$ cat config.mk
export PLATFORM = sky130hd
export DESIGN_NAME = pipeline_stall_ctrl_flat
export DESIGN_NICKNAME = d
export VERILOG_FILES = /design/src/rtl/pipeline_stall_ctrl_if.sv /design/src/rtl/pipeline_stall_ctrl.sv /design/src/flat_wrapper.sv
export SDC_FILE = /design/constraint.sdc
export NUM_CORES = 1
export LEC_CHECK = 0
export BUFFER_PORTS_ARGS = -buffer_cell sky130_fd_sc_hd__buf_4
export CAP_MARGIN = 20
export CELL_PAD_IN_SITES_DETAIL_PLACEMENT = 1
export CELL_PAD_IN_SITES_GLOBAL_PLACEMENT = 1
export CORE_ASPECT_RATIO = 0.6
export CORE_MARGIN = 2
export CORE_UTILIZATION = 30
export CTS_CLUSTER_SIZE = 10
export DETAILED_ROUTE_END_ITERATION = 12
export PLACE_DENSITY_LB_ADDON = 0.1
export SYNTH_ARGS = -nofsm -noshare
export SYNTH_HDL_FRONTEND = slang
export SYNTH_SLANG_ARGS = --single-unit
$ cat constraint.sdc
create_clock -name clk -period 3.2 [get_ports clk]
set_clock_uncertainty 0.2 [all_clocks]
set_input_delay 0.16 -clock clk [delete_from_list [all_inputs] [get_ports clk]]
set_output_delay 0.16 -clock clk [all_outputs]
set_load 0.03 [all_outputs]
$ cat src/rtl/pipeline_stall_ctrl_if.sv
// Stall-controller bus: ID source reads, EX instruction info, flush request
// and the stall/flush/done outputs driven back to the pipeline.
//   master : pipeline side (drives *_i, observes *_o)
//   slave  : pipeline_stall_ctrl (observes *_i, drives *_o)
interface pipeline_stall_ctrl_if #(
  parameter int unsigned MULTI_W = 6
);
  logic               id_reg1_read_i;
  logic               id_reg2_read_i;
  logic [4:0]         id_reg1_addr_i;
  logic [4:0]         id_reg2_addr_i;
  logic               ex_is_load_i;
  logic               ex_wreg_i;
  logic [4:0]         ex_wd_i;
  logic               ex_multi_start_i;
  logic [MULTI_W-1:0] ex_multi_cycles_i;
  logic               flush_req_i;
  logic [5:0]         stall_o;
  logic               flush_o;
  logic               multi_done_o;
  logic               busy_o;
  logic [31:0]        stall_cycles_o;

  modport master (
    output id_reg1_read_i, id_reg2_read_i, id_reg1_addr_i, id_reg2_addr_i,
           ex_is_load_i, ex_wreg_i, ex_wd_i, ex_multi_start_i,
           ex_multi_cycles_i, flush_req_i,
    input  stall_o, flush_o, multi_done_o, busy_o, stall_cycles_o
  );

  modport slave (
    input  id_reg1_read_i, id_reg2_read_i, id_reg1_addr_i, id_reg2_addr_i,
           ex_is_load_i, ex_wreg_i, ex_wd_i, ex_multi_start_i,
           ex_multi_cycles_i, flush_req_i,
    output stall_o, flush_o, multi_done_o, busy_o, stall_cycles_o
  );
endinterface

$ cat src/rtl/pipeline_stall_ctrl.sv
// Central stall/flush sequencer for the 5-stage pipeline.
// Detects load-use hazards, sequences multi-cycle EX ops (RUN/MULTI/DONE)
// and applies flush requests. stall_o/flush_o/multi_done_o are combinational.
// Ports:
//   clk  - rising-edge clock
//   rst  - synchronous active-high reset
//   bus  - pipeline_stall_ctrl_if.slave (hazard inputs, stall/flush outputs)
// Optional macro STALL_CTRL_PERF_EN: enables the saturating stall-cycle
// counter on bus.stall_cycles_o; otherwise that output is tied to zero.
module pipeline_stall_ctrl #(
  parameter int unsigned MULTI_W = 6
) (
  input  logic                        clk,
  input  logic                        rst,
  pipeline_stall_ctrl_if.slave        bus
);

  typedef enum logic [1:0] {RUN, MULTI, DONE} state_e;

  localparam logic [5:0] STALL_MULTI = 6'b001111;
  localparam logic [5:0] STALL_LU    = 6'b000111;

  state_e             state_q, state_d;
  logic [MULTI_W-1:0] cnt_q, cnt_d;
  logic [MULTI_W-1:0] neff;
  logic               lu;
  logic [5:0]         stall;
  logic               flush;
  logic               done;

  always_comb begin
    lu = bus.ex_is_load_i && bus.ex_wreg_i && (bus.ex_wd_i != 5'd0) &&
         ((bus.id_reg1_read_i && (bus.id_reg1_addr_i == bus.ex_wd_i)) ||
          (bus.id_reg2_read_i && (bus.id_reg2_addr_i == bus.ex_wd_i)));
    // N=0 behaves as a one-cycle op
    neff = (bus.ex_multi_cycles_i == '0) ? MULTI_W'(1) : bus.ex_multi_cycles_i;
  end

  always_comb begin
    state_d = state_q;
    cnt_d   = cnt_q;
    stall   = '0;
    flush   = 1'b0;
    done    = 1'b0;
    if (rst) begin
      state_d = RUN;
      cnt_d   = '0;
    end else if (bus.flush_req_i) begin
      // aborts any multi-cycle op without a done pulse
      flush   = 1'b1;
      state_d = RUN;
      cnt_d   = '0;
    end else begin
      unique case (state_q)
        RUN: begin
          if (bus.ex_multi_start_i) begin
            stall   = STALL_MULTI;
            cnt_d   = neff - MULTI_W'(1);
            state_d = (neff == MULTI_W'(1)) ? DONE : MULTI;
          end else if (lu) begin
            stall = STALL_LU;
          end
        end
        MULTI: begin
          stall = STALL_MULTI;
          cnt_d = cnt_q - MULTI_W'(1);
          if (cnt_q == MULTI_W'(1)) state_d = DONE;
        end
        DONE: begin
          // start is still high for the finished op; only LU matters here
          done    = 1'b1;
          state_d = RUN;
          if (lu) stall = STALL_LU;
        end
        default: state_d = RUN;
      endcase
    end
  end

  always_ff @(posedge clk) begin
    state_q <= state_d;
    cnt_q   <= cnt_d;
  end

  assign bus.stall_o      = stall;
  assign bus.flush_o      = flush;
  assign bus.multi_done_o = done;
  assign bus.busy_o       = !rst && (state_q != RUN);

`ifdef STALL_CTRL_PERF_EN
  logic [31:0] stall_cycles_q, stall_cycles_d;

  always_comb begin
    stall_cycles_d = stall_cycles_q;
    if (rst)
      stall_cycles_d = '0;
    else if ((stall != '0) && (stall_cycles_q != '1))
      stall_cycles_d = stall_cycles_q + 32'd1;
  end

  always_ff @(posedge clk) begin
    stall_cycles_q <= stall_cycles_d;
  end

  assign bus.stall_cycles_o = stall_cycles_q;
`else
  assign bus.stall_cycles_o = '0;
`endif

endmodule

$ cat src/flat_wrapper.sv
// flat-port wrapper written by rule: the top's interface ports become plain ports
module pipeline_stall_ctrl_flat 
#(
  parameter int unsigned MULTI_W = 6
)
  (clk, rst, bus_id_reg1_read_i, bus_id_reg2_read_i, bus_id_reg1_addr_i, bus_id_reg2_addr_i, bus_ex_is_load_i, bus_ex_wreg_i, bus_ex_wd_i, bus_ex_multi_start_i, bus_ex_multi_cycles_i, bus_flush_req_i, bus_stall_o, bus_flush_o, bus_multi_done_o, bus_busy_o, bus_stall_cycles_o);
  pipeline_stall_ctrl_if #(.MULTI_W(MULTI_W)) bus_i ();
  input  logic clk;
  input  logic rst;
  input wire logic [$bits(bus_i.id_reg1_read_i)-1:0] bus_id_reg1_read_i;
  input wire logic [$bits(bus_i.id_reg2_read_i)-1:0] bus_id_reg2_read_i;
  input wire logic [$bits(bus_i.id_reg1_addr_i)-1:0] bus_id_reg1_addr_i;
  input wire logic [$bits(bus_i.id_reg2_addr_i)-1:0] bus_id_reg2_addr_i;
  input wire logic [$bits(bus_i.ex_is_load_i)-1:0] bus_ex_is_load_i;
  input wire logic [$bits(bus_i.ex_wreg_i)-1:0] bus_ex_wreg_i;
  input wire logic [$bits(bus_i.ex_wd_i)-1:0] bus_ex_wd_i;
  input wire logic [$bits(bus_i.ex_multi_start_i)-1:0] bus_ex_multi_start_i;
  input wire logic [$bits(bus_i.ex_multi_cycles_i)-1:0] bus_ex_multi_cycles_i;
  input wire logic [$bits(bus_i.flush_req_i)-1:0] bus_flush_req_i;
  output wire logic [$bits(bus_i.stall_o)-1:0] bus_stall_o;
  output wire logic [$bits(bus_i.flush_o)-1:0] bus_flush_o;
  output wire logic [$bits(bus_i.multi_done_o)-1:0] bus_multi_done_o;
  output wire logic [$bits(bus_i.busy_o)-1:0] bus_busy_o;
  output wire logic [$bits(bus_i.stall_cycles_o)-1:0] bus_stall_cycles_o;
  assign bus_i.id_reg1_read_i = bus_id_reg1_read_i;
  assign bus_i.id_reg2_read_i = bus_id_reg2_read_i;
  assign bus_i.id_reg1_addr_i = bus_id_reg1_addr_i;
  assign bus_i.id_reg2_addr_i = bus_id_reg2_addr_i;
  assign bus_i.ex_is_load_i = bus_ex_is_load_i;
  assign bus_i.ex_wreg_i = bus_ex_wreg_i;
  assign bus_i.ex_wd_i = bus_ex_wd_i;
  assign bus_i.ex_multi_start_i = bus_ex_multi_start_i;
  assign bus_i.ex_multi_cycles_i = bus_ex_multi_cycles_i;
  assign bus_i.flush_req_i = bus_flush_req_i;
  assign bus_stall_o = bus_i.stall_o;
  assign bus_flush_o = bus_i.flush_o;
  assign bus_multi_done_o = bus_i.multi_done_o;
  assign bus_busy_o = bus_i.busy_o;
  assign bus_stall_cycles_o = bus_i.stall_cycles_o;
  pipeline_stall_ctrl #(.MULTI_W(MULTI_W)) u_core (.clk(clk), .rst(rst), .bus(bus_i));
endmodule
==> flow_metrics.py <==
metrics = {
    "layout": {
        "drive_above_1_share": 0.273,
        "finalNetCount": 207,
        "antennaDiodeCount": 0,
        "final_common_cell": "buf_4",
        "area_growth_pct": 18.9,
        "final_area_um2": 1260,
        "fillCellCount": 436,
        "instances_no_fill": 217,
        "final_cell_mix": "buf_4 (35), conb_1 (34), nor2_1 (15)",
    },
    "die": {
        "start_util": 0.319,
        "row_count": 16,
        "die_y_um": 50.0,
        "io_pins": 70,
        "core-area_um2": 3320,
        "die_x_um": 80.7,
        "die-area_um2": 4040,
    },
    "critical_path": {
        "cp_slowest_cell": "dfxtp_1",
        "path_cells": "nor2_1 -> nor2_2 -> nand2_1 -> o21ai_1 -> buf_4",
        "startpoint": "u_core.state_q[0]$_SDFFE_PP0P_",
        "crit_arrival_ns": 1.85,
        "slowest_delay_ns": 0.63,
        "endpoint_kind": "output pin",
        "r2r_end": "u_core.cnt_q[2]$_SDFFE_PP0P_",
        "cp.required_ns": 2.84,
        "critical_path_class": "reg -> out",
        "crit_fanout": 13,
        "reg2reg_from": "u_core.state_q[0]$_SDFFE_PP0P_",
        "r2r_slack_ns": 1.41,
        "rr_worst_depth": 4,
        "startpoint_type": "flip-flop",
    },
    "global_routing": {
        "antenna_found_initial": 0,
        "grt_overflow_total": 0,
        "grt_pass1_vias": 1005,
        "grt_max_degree": 14,
        "gr-usage-all-layers": 0.168,
        "grt_pass1_wl_um": 5020,
    },
    "pwr": {
        "p_per_area_nw_per_um2": 329,
        "p_leak_nw": 0.609,
        "finalPower_w": 0.000414,
        "peakVddDrop_uv": 137,
    },
    "placed_design": {
        "place_ws_ns": 1.10,
        "place_congestion": 0.777,
        "dpl.cell_count": 214,
        "dp_hpwl_um": 2490,
        "numPortBuffers": 35,
        "dpl-instance-area_um2": 1220,
    },
    "timing": {
        "setup_tns_ns": 0,
        "rsz0062_at_grt": "no",
        "period_minus_slack_ns": 2.21,
        "setup_slack_ns": 0.994,
        "max-slew-margin-rel": 0.661,
        "worst_pin_slew_ns": 0.508,
        "finalHoldViolations": 0,
        "fmax_mhz": 453,
        "min_period_over_period": 0.689,
        "drv_slew": 0,
        "setup_viol": 0,
    },
    "yosys": {
        "synthFlopType": "dfxtp_1",
        "ys_seq_elements": 8,
        "synth_cell_types": 42,
        "async_flop_share": 0,
        "yosys.area.top_type": "buf_4",
        "yosys_warnings": 0,
        "synth_edf_count": 0,
        "synthTopCellsByArea": "buf_4 (26%), dfxtp_1 (15%), xor2_1 (7.4%), nor2_1 (5.3%), ha_1 (4.7%)",
        "synth_top_cell_area_share": 0.255,
        "syn_area_um2": 1060,
        "postSynthAreaPerCell_um2": 7.57,
        "ys_seq_area_frac": 0.151,
        "syn_inst": 140,
    },
    "drt": {
        "post_drt_wl_per_cell_um": 13.7,
        "drtPass1Iterations": 4,
        "drc": 0,
        "avgViaCountPerCell": 4.41,
        "routed_wl_um": 2970,
        "drt_iter0_markers": 20,
        "antenna_left": 0,
        "vias": 957,
    },
    "clocking": {
        "cts_buffer_depth": 2,
        "numClockSinks": 8,
        "clk_latency_ns": 0.24,
        "post_cts_resize_count": 0,
        "cts_tree": "done",
        "cts_setup_buffers": 0,
        "cts_root_buffer": "clkbuf_8",
        "cts_hold_buf": 0,
        "cts_inserted_buffers": 3,
        "cts_max_level": 1,
        "path_clk_slew_ns": 0.05,
    },
    "job": {
        "max_cap_violations": 0,
    },
    "status": {
        "outcome": "complete, no violations",
    },
    "hold_path": {
        "holdCritPathClass": "in -> reg",
        "min_delay_worst_endpoint": "u_core.cnt_q[1]$_SDFFE_PP0P_",
        "worst_hold_startpoint": "bus_flush_req_i",
        "min_path_cells": 3,
    },
}
-- worst max-delay path, delay by kind of cell, from the launching register on --
kind	cells	cell delay, ns
flops	1	0.63
compound gates	1	0.18
buf+inv	1	0.21
simple gates	3	0.60
-- power breakdown --
part           total, W  leakage, nW  internal (W)  switching, W
combinational  0.000173        0.522     0.0000580      0.000115
clock          0.000127       0.0216     0.0000820     0.0000453
sequential     0.000114       0.0654      0.000105    0.00000886
total          0.000414        0.609      0.000245      0.000169
-- per-stage QoR --
stage	hold slack, ns	util
2_1_floorplan	0.135	-
3_3_place_gp	0.250	0.367
6_report	0.00780	0.379
5_1_grt	0.0125	0.379
4_1_cts	0.00874	0.379
3_5_place_dp	0.260	0.367
-- synth_stat cells, types with 4 or more instances --
library cell   n
ha_1           4
a21oi_1        8
nor3_1         4
buf_4         36
nor2b_1        4
inv_1          6
dfxtp_1        8
xor2_1         9
nor2_1        15
-- final cells by class --
type | instances | area [µm²] | share of cell area
Multi-Input combinational cell | 119 | 713 | 0.566
Inverter | 7 | 26.3 | 0.0209
Timing Repair Buffer | 35 | 263 | 0.209
Tap cell | 45 | 56.3 | 0.0447
Sequential cell | 8 | 160 | 0.127
Clock buffer | 3 | 41.3 | 0.0328
-- flip-flops by register name, indices dropped and copies added, names as in the netlist --
register,cells
u_core.state_q,2
u_core.cnt_q,6
-- logic make-up (layout without fill, tap and decap cells) --
kind of cell	Yosys count	count (layout)	share of synthesized area
compound gates	25	25	0.162
xor+xnor	12	12	0.0992
fa+ha+maj	4	4	0.0472
buf+inv	46	45	0.293
flops	8	8	0.151
mux	1	1	0.00945
other cells	1	34	0.00354
simple gates	43	43	0.235
-- how the worst max path moves through the flow --
| stage | endpoint | cells past startpoint | slack [ns] |
|---|---|---|---|
| 2_1_floorplan | bus_stall_o[1] | 6 | 1.28 |
| 3_3_place_gp | u_core.cnt_q[4]$_SDFFE_PP0P_ | 9 | 1.16 |
| 3_5_place_dp | u_core.cnt_q[4]$_SDFFE_PP0P_ | 9 | 1.10 |
| 4_1_cts | bus_stall_o[1] | 5 | 0.98 |
| 5_1_grt | bus_stall_o[1] | 5 | 0.79 |
| 6_report | bus_stall_o[1] | 5 | 0.99 |
-- metal layers --
metal	track usage	part of all wire	vias to the layer above
met5	0	0	-
met4	0.0254	0.0034	0
met3	0.0549	0.058	3
met2	0.254	0.44	34
met1	0.235	0.50	447
li1	-	-	473
(Power assumes the default switching activity.)
